--- src/rtl/regfile_wr_arbiter_pkg.sv ---
// rtl/regfile_wr_arbiter_pkg.sv - shared register-bank widths and constants for the write arbiter
package regfile_wr_arbiter_pkg;

    localparam int CPU_DW    = 10;
    localparam int CPU_AW    = 3;
    localparam int CPU_NREGS = 2 ** CPU_AW;
    localparam int REG_ZERO  = 0;
    localparam int CNT_W     = 8;
    localparam logic [CNT_W-1:0] CNT_MAX = '1;

endpackage

--- src/rtl/regfile_wr_arbiter_rr_pick.sv ---
// rtl/regfile_wr_arbiter_rr_pick.sv - combinational round-robin pick starting at ptr
module rr_pick #(
    parameter int NREQ = 3,
    parameter int PW   = 2
) (
    input  logic [NREQ-1:0] elig,
    input  logic [PW-1:0]   ptr,
    output logic [NREQ-1:0] win_oh,
    output logic [PW-1:0]   win_idx,
    output logic            win_valid
);

    always_comb begin
        int j;
        j         = 0;
        win_oh    = '0;
        win_idx   = '0;
        win_valid = 1'b0;
        for (int k = 0; k < NREQ; k++) begin
            j = (int'(ptr) + k) % NREQ;
            if (!win_valid && elig[j]) begin
                win_valid = 1'b1;
                win_idx   = PW'(j);
                win_oh[j] = 1'b1;
            end
        end
    end

endmodule

--- src/rtl/regfile_wr_arbiter.sv ---
// rtl/regfile_wr_arbiter.sv - round-robin arbiter for the single register-bank write port
module regfile_wr_arbiter
    import regfile_wr_arbiter_pkg::*;
#(
    parameter int NREQ     = 3,
    parameter int DW       = CPU_DW,
    parameter int AW       = CPU_AW,
    parameter int ZERO_REG = 1
) (
    input  logic                 clk,
    input  logic                 rst,
    input  logic [NREQ-1:0]      req,
    input  logic [NREQ*AW-1:0]   req_addr,
    input  logic [NREQ*DW-1:0]   req_data,
    output logic [NREQ-1:0]      gnt,
    output logic [2**AW-1:0]     rf_wen,
    output logic [DW-1:0]        rf_d,
    output logic [CNT_W-1:0]     conflict_cnt
);

    localparam int PW = (NREQ > 2) ? $clog2(NREQ) : 1;

    logic [PW-1:0]     ptr;
    logic [PW-1:0]     win_idx;
    logic [NREQ-1:0]   elig;
    logic [NREQ-1:0]   win_oh;
    logic              win_valid;
    logic [AW-1:0]     win_addr;
    logic [DW-1:0]     win_data;
    logic [2**AW-1:0]  wen_nxt;
    logic [PW-1:0]     ptr_nxt;
    logic              collide;

    // The current grantee is masked so a request held through its gnt cycle is not re-granted.
    assign elig = req & ~gnt;

    rr_pick #(
        .NREQ (NREQ),
        .PW   (PW)
    ) u_rr_pick (
        .elig      (elig),
        .ptr       (ptr),
        .win_oh    (win_oh),
        .win_idx   (win_idx),
        .win_valid (win_valid)
    );

    assign win_addr = req_addr[win_idx*AW +: AW];
    assign win_data = req_data[win_idx*DW +: DW];
    assign collide  = $countones(elig) >= 2;
    assign ptr_nxt  = (win_idx == PW'(NREQ - 1)) ? '0 : win_idx + 1'b1;

    always_comb begin
        wen_nxt = '0;
        if (win_valid && !(ZERO_REG != 0 && win_addr == AW'(REG_ZERO))) begin
            wen_nxt[win_addr] = 1'b1;
        end
    end

    always_ff @(posedge clk or negedge rst) begin
        if (!rst) begin
            gnt          <= '0;
            rf_wen       <= '0;
            rf_d         <= '0;
            conflict_cnt <= '0;
            ptr          <= '0;
        end else begin
            gnt    <= win_oh;
            rf_wen <= wen_nxt;
            if (win_valid) begin
                rf_d <= win_data;
                ptr  <= ptr_nxt;
            end
            if (collide && conflict_cnt != CNT_MAX) begin
                conflict_cnt <= conflict_cnt + 1'b1;
            end
        end
    end

endmodule

--- config.mk ---
export PLATFORM = sky130hd
export DESIGN_NAME = regfile_wr_arbiter
export DESIGN_NICKNAME = d
export VERILOG_FILES = /design/src/rtl/regfile_wr_arbiter_pkg.sv /design/src/rtl/regfile_wr_arbiter_rr_pick.sv /design/src/rtl/regfile_wr_arbiter.sv
export SDC_FILE = /design/constraint.sdc
export NUM_CORES = 1
export LEC_CHECK = 0
export ABC_AREA = 0
export ABC_CLOCK_PERIOD_IN_PS = 7000
export CAP_MARGIN = 20
export CORE_ASPECT_RATIO = 1.25
export CORE_MARGIN = 2
export CORE_UTILIZATION = 49
export DETAILED_ROUTE_END_ITERATION = 7
export PLACE_DENSITY_LB_ADDON = 0.12
export SYNTH_ARGS = -nofsm -noshare
export SYNTH_HDL_FRONTEND = slang
export SYNTH_SLANG_ARGS = --single-unit
--- constraint.sdc ---
create_clock -name clk -period 7 [get_ports clk]
set_input_delay 2.1 -clock clk [delete_from_list [all_inputs] [get_ports clk]]
set_output_delay 2.1 -clock clk [all_outputs]
set_load 0.02 [all_outputs]
==> results of run 1 <==
==> registers in the layout, summed over array words and instances, names as in the netlist <==
name	flops
ptr	2
conflict_cnt	8
gnt	3
rf_wen	8
rf_d	10
==> Yosys cell counts, types with 3 or more instances <==
library cell  count
dfrtp_1          31
nand2_1          19
nor2_1           14
a211oi_1         12
o31ai_1          12
o311a_1          10
ha_1              6
inv_1             6
clkbuf_1          5
nor2b_1           5
o21ai_1           5
xnor2_1           5
buf_2             4
nand3_1           4
nand4_1           4
nor4_1            4
a2111oi_2         3
a21oi_1           3
and2_1            3
o211ai_1          3
==> cell type report <==
class / count / area (um^2) / share of cell area
repair buffers: 77 / 758 / 0.260
clock inverters: 2 / 12.5 / 0.00429
inverters: 7 / 26.3 / 0.00901
clock buffers: 6 / 72.6 / 0.0249
multi-input cells: 156 / 1200 / 0.412
flip-flops and latches: 31 / 776 / 0.266
well taps: 56 / 70.1 / 0.0240
==> power groups by stage <==
stage | logic [mW] | registers (mW) | clock network (mW)
after detailed placement | 1.21 | 0.313 | 0
after global placement | 1.17 | 0.312 | 0
after CTS | 1.21 | 0.312 | 0.141
final | 1.20 | 0.312 | 0.138
after global routing | 1.33 | 0.323 | 0.151
after floorplan | 0.824 | 0.379 | 0
==> cell families (layout without fill, tap and decap cells) <==
group           after synthesis  after routing  synth area share
other cells                   1              1           0.00181
xor+xnor                      7              7            0.0297
simple gates                 68             68             0.194
mux                           1              1           0.00484
buf+inv                      19             92            0.0430
flops                        31             31             0.375
compound gates               73             73             0.315
fa+ha+maj                     6              6            0.0363
==> layer usage <==
metal / GRT usage / vias up
li1: - / 952
met1: 0.333 / 926
met2: 0.392 / 67
met3: 0.0628 / 7
met4: 0.0851 / 0
met5: 0 / -
==> stage by stage <==
step	power [mW]	setup WS [ps]	cells	hold slack, ps
2_1_floorplan	1.20	3050	206	505
3_5_place_dp	1.52	1970	327	471
5_1_grt	1.80	1940	335	509
3_3_place_gp	1.48	1620	326	464
4_1_cts	1.66	2260	335	485
6_report	1.65	2200	335	481
==> worst paths after layout <==
check                       endpoint  cells past startpoint
max in group asynchronous    rf_d[9]                      2
min in group asynchronous     gnt[1]                      2
setup reg to reg           rf_wen[4]                      8
hold reg to reg              rf_d[5]                      2
setup / recovery             rf_d[6]                      9
hold / removal               rf_d[5]                      2
==> placed cells by master (no fill, tap or decap), drive strengths merged, types with 6 or more instances in the layout <==
| cell type | count |
|---|---|
| a211oi | 14 |
| clkbuf | 6 |
| clkdlybuf4s50 | 72 |
| dfrtp | 31 |
| ha | 6 |
| inv | 7 |
| nand2 | 19 |
| nor2 | 14 |
| o21ai | 6 |
| o311a | 10 |
| o31ai | 12 |
==> worst reg2reg max path, cell delays in order (launching register included) <==
cell and delay, ps:
dfrtp_1 420, inv_1 90, ha_1 410, and4bb_2 310, a211o_1 390, nor3_2 740, o211ai_1 240, a41o_1 350
a2111oi_2 360
==> flow_summary.yaml, run 1 <==
logic_synthesis:
  synth_cell_types: 61
  synth_area_um2: 2070
  synthArstFlopShare: 1.00
  ys_ff_latch: 31
  synth_ff_type: "dfrtp_1"
  syn_area_per_cell_um2: 10.0
  synth.top_cell.area_share: 0.375
  synth_cells: 206
  synth_top_area_cell: "dfrtp_1"
  syn-num-nets: 256
  synth_edf_count: 0
  synth_area_leaders: "dfrtp_1, o311a_1, a211oi_1"
  ys_warn_count: 0
  ys_seq_area_frac: 0.375
die:
  start_util: 0.508
  die_x_um: 62.1
  die_y_um: 76.6
  dieArea_um2: 4760
  rows: 26
  coreArea_um2: 4070
  num_io_pins: 73
power_and_ir_drop:
  p_leak_nw: 1.20
  powerDensity_nw_per_um2: 567
  p_sw_mw: 0.826
  power_frac_seq: 0.188
  clkPwrFrac: 0.083
  peakVddDrop_mv: 0.334
  power.share.switching: 0.499
  internal-power_mw: 0.828
  combPwrFrac: 0.728
hold_path:
  hp-class: "reg -> reg"
  hold_start: "rf_d[5]"
worst_setup_path:
  arrival_ps: 4990
  crit_family: "compound AO/OA/AOI/OAI gates"
  cp-end-kind: "register"
  crit_slowest_cell: "a311o_1"
  cp_max_fo: 15
  crit_path_start_kind: "input pin"
  critPathKind: "in -> reg"
  cp.buffers_inverters: 3
  worst-r2r-setup-slack_ps: 3560
  regToRegStartpoint: "ptr[0]"
  setup.worst_path.start: "req[2]"
  path_cells: "clkdlybuf4s50_1 > nor2b_1 > a311o_1 > a21oi_1 > buf_4 > o31ai_1 > buf_4 > a211oi_1 > o31ai_1"
  worstPathRequired_ps: 7180
  max_stage_delay_ps: 570
routing:
  drt_iter0_markers: 66
  wl_per_cell_um: 16.0
  firstDrtPassIters: 4
  vias: 1952
  ant_nets: 0
  wl_met2_um: 2670
  drc: 0
  wl_um: 5350
  viasPerCell: 5.83
  wirelength_met1_um: 2310
  topRoutingLayerUsed: "met4"
  met3WireLength_um: 291
outcome:
  status: "finished, final reports clean"
timing:
  slew_headroom: 0.393
  setup_viol: 0
  finClkSkew_ps: 8.62
  finalSetupTns_ps: 0
  hold_violations: 0
  period_needed_ps: 4800
  fin_crit_sh: 0.686
  max_freq_mhz: 208
  rsz0062_at_grt: "no"
  tightest_slew_ps: 905
  slew_viol_final: 0
clock_tree:
  post_cts_resized: 0
  cts.sinks: 31
  path_clk_slew_ps: 70
  clock_path_buffers: 2
  cts_tree: "built"
  cts-root-buf: "clkbuf_8"
  cts-htree-levels: 2
  cts_made_buffers: 5
  cts-hold-fix-buffers: 0
  clk_latency_ps: 280
  postCtsSetupRepairBufs: 0
layout:
  nNetsFinal: 328
  n_antenna_cell: 0
  drive_above_1_share: 0.0968
  area_delta_synth_final_pct: 41.2
  fillers: 297
  stdcell_area_um2: 2920
  fin_util: 0.718
placed_design:
  portBuffers: 72
  hpwl_um: 4020
  place.gp.congestion: 0.893
  dpl_cell_area_um2: 2830
global_route:
  antenna_found_initial: 0
  grt_max_degree: 32
  grt_pass1_wl_um: 9080
  grt_overflow: 0
  grt_pass1_vias: 1982
  grt_usage: 0.252
run:
  cap_violations: 0
No activity file was read; power rests on OpenSTA's default activity.
==> run 2, diff against run 1 <==
- ABC_CLOCK_PERIOD_IN_PS: 7000 -> 4100
- CORE_UTILIZATION: 49 -> 41
- clock period: 7 -> 4.1 ns (I/O delays scaled with it)
==> run 2 against run 1 <==
Against the previous run:
- power rose by 78%
- setup slack worse by 1700 ps
- combinational power increased by 76%
- clock power grew 120%
- sequential cell count stayed put
- sequential power is 72% higher
- sequential share of layout area is 0.56 points lower
- global-route usage is 4.6 points lower
- utilization down 9.7 points
- largest cell class unchanged
==> flow_summary.yaml, run 2 (synthesis gave the netlist of run 1 again) <==
power_and_ir_drop:
  combPwrFrac: 0.716
  p_leak_nw: 1.24
  peakVddDrop_mv: 0.538
  internal-power_mw: 1.52
  power.share.switching: 0.486
  power_frac_seq: 0.182
  clkPwrFrac: 0.101
  p_sw_mw: 1.43
  powerDensity_nw_per_um2: 989
routing:
  vias: 1996
  wl_um: 5480
  viasPerCell: 5.82
  wl_per_cell_um: 16.0
  firstDrtPassIters: 4
  drc: 0
  ant_nets: 0
  drt_iter0_markers: 114
global_route:
  antenna_found_initial: 0
  grt_pass1_wl_um: 9100
  grt_overflow: 0
  grt_max_degree: 32
  grt_pass1_vias: 1964
  grt_usage: 0.206
layout:
  area_delta_synth_final_pct: 44.2
  fin_cells: 343
  reg.largest.list: "rf_d: 10 flops, conflict_cnt: 8 flops, rf_wen: 8 flops"
  largest-register: "rf_d"
  nNetsFinal: 332
  n_antenna_cell: 0
  final_cell_mix: "clkdlybuf4s50_1, dfrtp_1, nand2_1"
  drive_above_1_share: 0.113
  final_common_cell: "clkdlybuf4s50_1"
  largest_reg_flops: 10
placed_design:
  portBuffers: 72
  place.gp.congestion: 0.799
  dp.cells: 335
  hpwl_um: 4180
die:
  die_y_um: 83.4
  coreArea_um2: 4800
  start_util: 0.431
  rows: 28
  num_io_pins: 73
  dieArea_um2: 5630
  die_x_um: 67.5
timing:
  period_needed_ps: 3640
  fin_crit_sh: 0.887
  rsz0062_at_grt: "no"
  slew_headroom: 0.641
  finClkSkew_ps: 2.46
  hold_violations: 0
  tightest_slew_ps: 537
  slew_viol_final: 0
  setup_viol: 0
  max_freq_mhz: 275
  finalSetupTns_ps: 0
worst_setup_path:
  crit_path_start_kind: "input pin"
  crit_family: "compound AO/OA/AOI/OAI gates"
  crit_slowest_cell: "a2111o_1"
  path_cells: "clkdlybuf4s50_1 > nor2b_1 > nand3b_1 > a2111o_1 > o31a_1 > o211a_1 > nor4_1"
  max_stage_delay_ps: 630
  cp_max_fo: 13
  worstPathRequired_ps: 4260
  cp.buffers_inverters: 1
  arrival_ps: 3800
  cp-end-kind: "register"
  critPathKind: "in -> reg"
run:
  cap_violations: 0
clock_tree:
  clock_path_buffers: 2
  clk_latency_ps: 280
  cts-root-buf: "clkbuf_8"
  post_cts_resized: 0
  postCtsSetupRepairBufs: 0
  cts-hold-fix-buffers: 0
  cts_tree: "built"
  path_clk_slew_ps: 70
  cts-htree-levels: 2
  cts_made_buffers: 5
  cts.sinks: 31
hold_path:
  hp-class: "reg -> reg"
outcome:
  status: "finished, final reports clean"
[run 2: cell types whose count changed in the layout (fill, tap and decap cells not counted), sizes merged]
cell,change
buf,+4
bufinv,+1
clkbuf,-1
clkinv,+1
clkinvlp,-1
[run 2: cell type report]
class	count	area, um^2
inverter	7	26.3
fill	449	1820
clock buffer	5	68.8
clock inverter	3	43.8
sequential	31	776
tap	60	75.1
multi-input combinational	156	1200
timing repair buffer	81	788
[run 2: path summary, 6_finish.rpt]
kind / end / slack, ps / depth (start not counted) / startpoint
setup / recovery: rf_wen[1] / 460 / 7 / req[2]
hold / removal: rf_d[2] / 500 / 2 / rf_d[2]
setup reg to reg: rf_wen[1] / 950 / 9 / ptr[0]
hold reg to reg: rf_d[2] / 500 / 2 / rf_d[2]
max in group asynchronous: rf_wen[0] / 2470 / 2 / rst
min in group asynchronous: conflict_cnt[4] / 1340 / 2 / rst
[run 2: metal layers]
metal | track usage | up-vias | routed length [um]
met2 | 0.329 | 69 | 2700
met1 | 0.267 | 960 | 2320
met4 | 0.0686 | 0 | 98
li1 | - | 958 | -
met5 | 0 | - | 0
met3 | 0.0528 | 9 | 363
[run 2: per-stage QoR]
| step | worst slack [ps] | instance area, um^2 | utilization | power, mW | hold slack [ps] |
|---|---|---|---|---|---|
| after global placement | 253 | 2870 | 0.597 | 2.62 | 475 |
| after CTS | 475 | 2980 | 0.621 | 2.96 | 500 |
| final | 463 | 2980 | 0.621 | 2.95 | 496 |
| after floorplan | 1020 | 2070 | - | 2.05 | 505 |
| after detailed placement | 178 | 2870 | 0.597 | 2.66 | 475 |
| after global routing | 289 | 2980 | 0.621 | 3.18 | 526 |
[run 2: power by group through the flow]
stage / registers (mW) / logic, mW / clock network, mW
after global placement: 0.540 / 2.08 / 0
after global routing: 0.554 / 2.30 / 0.320
after floorplan: 0.646 / 1.41 / 0
after detailed placement: 0.539 / 2.12 / 0
final: 0.537 / 2.11 / 0.299
after CTS: 0.539 / 2.12 / 0.305
[run 2: worst reg2reg max path, cell delays in order (launching register included)]
cell,delay [ps]
dfrtp_1,400
inv_1,80
ha_1,450
and4bb_1,310
a311o_1,270
buf_4,180
a32oi_1,340
a21o_2,390
a41oi_1,260
nor4_1,360
==> run 3, diff against run 2 <==
- CTS_BUF_LIST: default -> sky130_fd_sc_hd__clkbuf_16
==> run 3 against run 2 <==
Against the previous run:
- register-to-register slack got worse by 60 ps
- global-route usage rose by 0.40 points
- clock power rose by 40%
- maximum frequency fell by 1.8%
- utilization rose by 1.2 points
- cell count did not move
- clock-buffer cell count did not move
- critical path depth did not move
- cell area rose by 1.9%
- critical endpoint is now rf_wen[6]
==> flow_summary.yaml, run 3 (synthesis gave the netlist of run 1 again) <==
outcome:
  status: "finished, final reports clean"
die:
  coreArea_um2: 4800
  dieArea_um2: 5630
  die_x_um: 67.5
  num_io_pins: 73
  rows: 28
  start_util: 0.431
  die_y_um: 83.4
worst_setup_path:
  worst-r2r-setup-slack_ps: 890
  setup.worst_path.start: "req[2]"
  arrival_ps: 3860
  crit_family: "compound AO/OA/AOI/OAI gates"
  cp-end-kind: "register"
  cp_max_fo: 13
  cp.buffers_inverters: 1
  rr_worst_depth: 9
  worstPathRequired_ps: 4250
  crit_path_start_kind: "input pin"
  critPathKind: "in -> reg"
  regToRegStartpoint: "ptr[0]"
  max_stage_delay_ps: 630
  path_cells: "clkdlybuf4s50_1 > nor2b_1 > nand3b_1 > a2111o_1 > o311ai_1 > o211ai_2 > a2111oi_2"
  cp.depth: 7
  crit_slowest_cell: "a2111o_1"
timing:
  setup_viol: 0
  rsz0062_at_grt: "no"
  fin_crit_sh: 0.903
  max_freq_mhz: 270
  slew_viol_final: 0
  hold_ws_ps: 492
  finalSetupTns_ps: 0
  finClkSkew_ps: 1.05
  period_needed_ps: 3700
  setup_slack_ps: 397
  tightest_slew_ps: 542
  slew_headroom: 0.637
  hold_violations: 0
clock_tree:
  cts-root-buf: "clkbuf_16"
  cts-htree-levels: 2
  cts_tree: "built"
  cts_made_buffers: 5
  cts.sinks: 31
  post_cts_resized: 0
  postCtsSetupRepairBufs: 0
  clock_path_buffers: 2
  clk_latency_ps: 270
  path_clk_slew_ps: 50
  cts-hold-fix-buffers: 0
placed_design:
  portBuffers: 72
  place_ws_ps: 178
  dp.cells: 335
  dpl_cell_area_um2: 2870
  place.gp.congestion: 0.799
  hpwl_um: 4180
routing:
  vias: 1993
  wl_per_cell_um: 16.4
  drc: 0
  viasPerCell: 5.81
  firstDrtPassIters: 4
  wl_um: 5640
  drt_iter0_markers: 116
  ant_nets: 0
power_and_ir_drop:
  peakVddDrop_mv: 0.492
  powerDensity_nw_per_um2: 1020
  p_total_mw: 3.09
  p_leak_nw: 1.26
layout:
  fin_cells: 343
  final_cell_mix: "clkdlybuf4s50_1, dfrtp_1, nand2_1"
  fin_util: 0.633
  drive_above_1_share: 0.113
  largest-register: "rf_d"
  area_delta_synth_final_pct: 46.9
  n_antenna_cell: 0
  nNetsFinal: 332
  reg.largest.list: "rf_d: 10 flops, conflict_cnt: 8 flops, rf_wen: 8 flops"
  largest_reg_flops: 10
  regArea_um2: 776
  final_common_cell: "clkdlybuf4s50_1"
  fillers: 437
  multi_input_area_um2: 1200
  stdcell_area_um2: 3040
global_route:
  grt_pass1_wl_um: 9270
  grt_max_degree: 32
  grt_pass1_vias: 1989
  grt_usage: 0.210
  antenna_found_initial: 0
  grt_overflow: 0
hold_path:
  hp-class: "reg -> reg"
  min_delay_path_depth: 2
  hold_start: "rf_d[2]"
run:
  cap_violations: 0
-- run 3: per-layer routing --
layer / global-route usage / part of all wire / vias up
met3: 0.0528 / 0.068 / 6
met2: 0.341 / 0.50 / 67
met1: 0.268 / 0.42 / 961
met4: 0.0668 / 0.012 / 0
met5: 0 / 0 / -
li1: - / - / 959
-- run 3: where the power goes --
group	total, mW	switching, mW	internal [mW]	leakage, nW
combinational	2.13	1.24	0.893	0.785
sequential	0.538	0.0953	0.443	0.393
clock	0.418	0.132	0.286	0.0838
total	3.09	1.46	1.62	1.26
-- run 3: final timing paths --
kind,end
max in group asynchronous,gnt[1]
min in group asynchronous,conflict_cnt[4]
hold reg to reg,rf_d[2]
setup / recovery,rf_wen[6]
hold / removal,rf_d[2]
setup reg to reg,rf_wen[6]
-- run 3: worst min-delay path, cell delays in order (launching register included) --
cell     delay, ps
dfrtp_1        350
nand2_1         50
o31ai_1         60
-- run 3: area by class of cell --
type / instances / share of cell area
clock buffers: 5 / 0.0412
clock inverters: 3 / 0.0144
inverters: 7 / 0.00865
multi-input cells: 156 / 0.396
flip-flops and latches: 31 / 0.255
well taps: 60 / 0.0247
repair buffers: 81 / 0.260
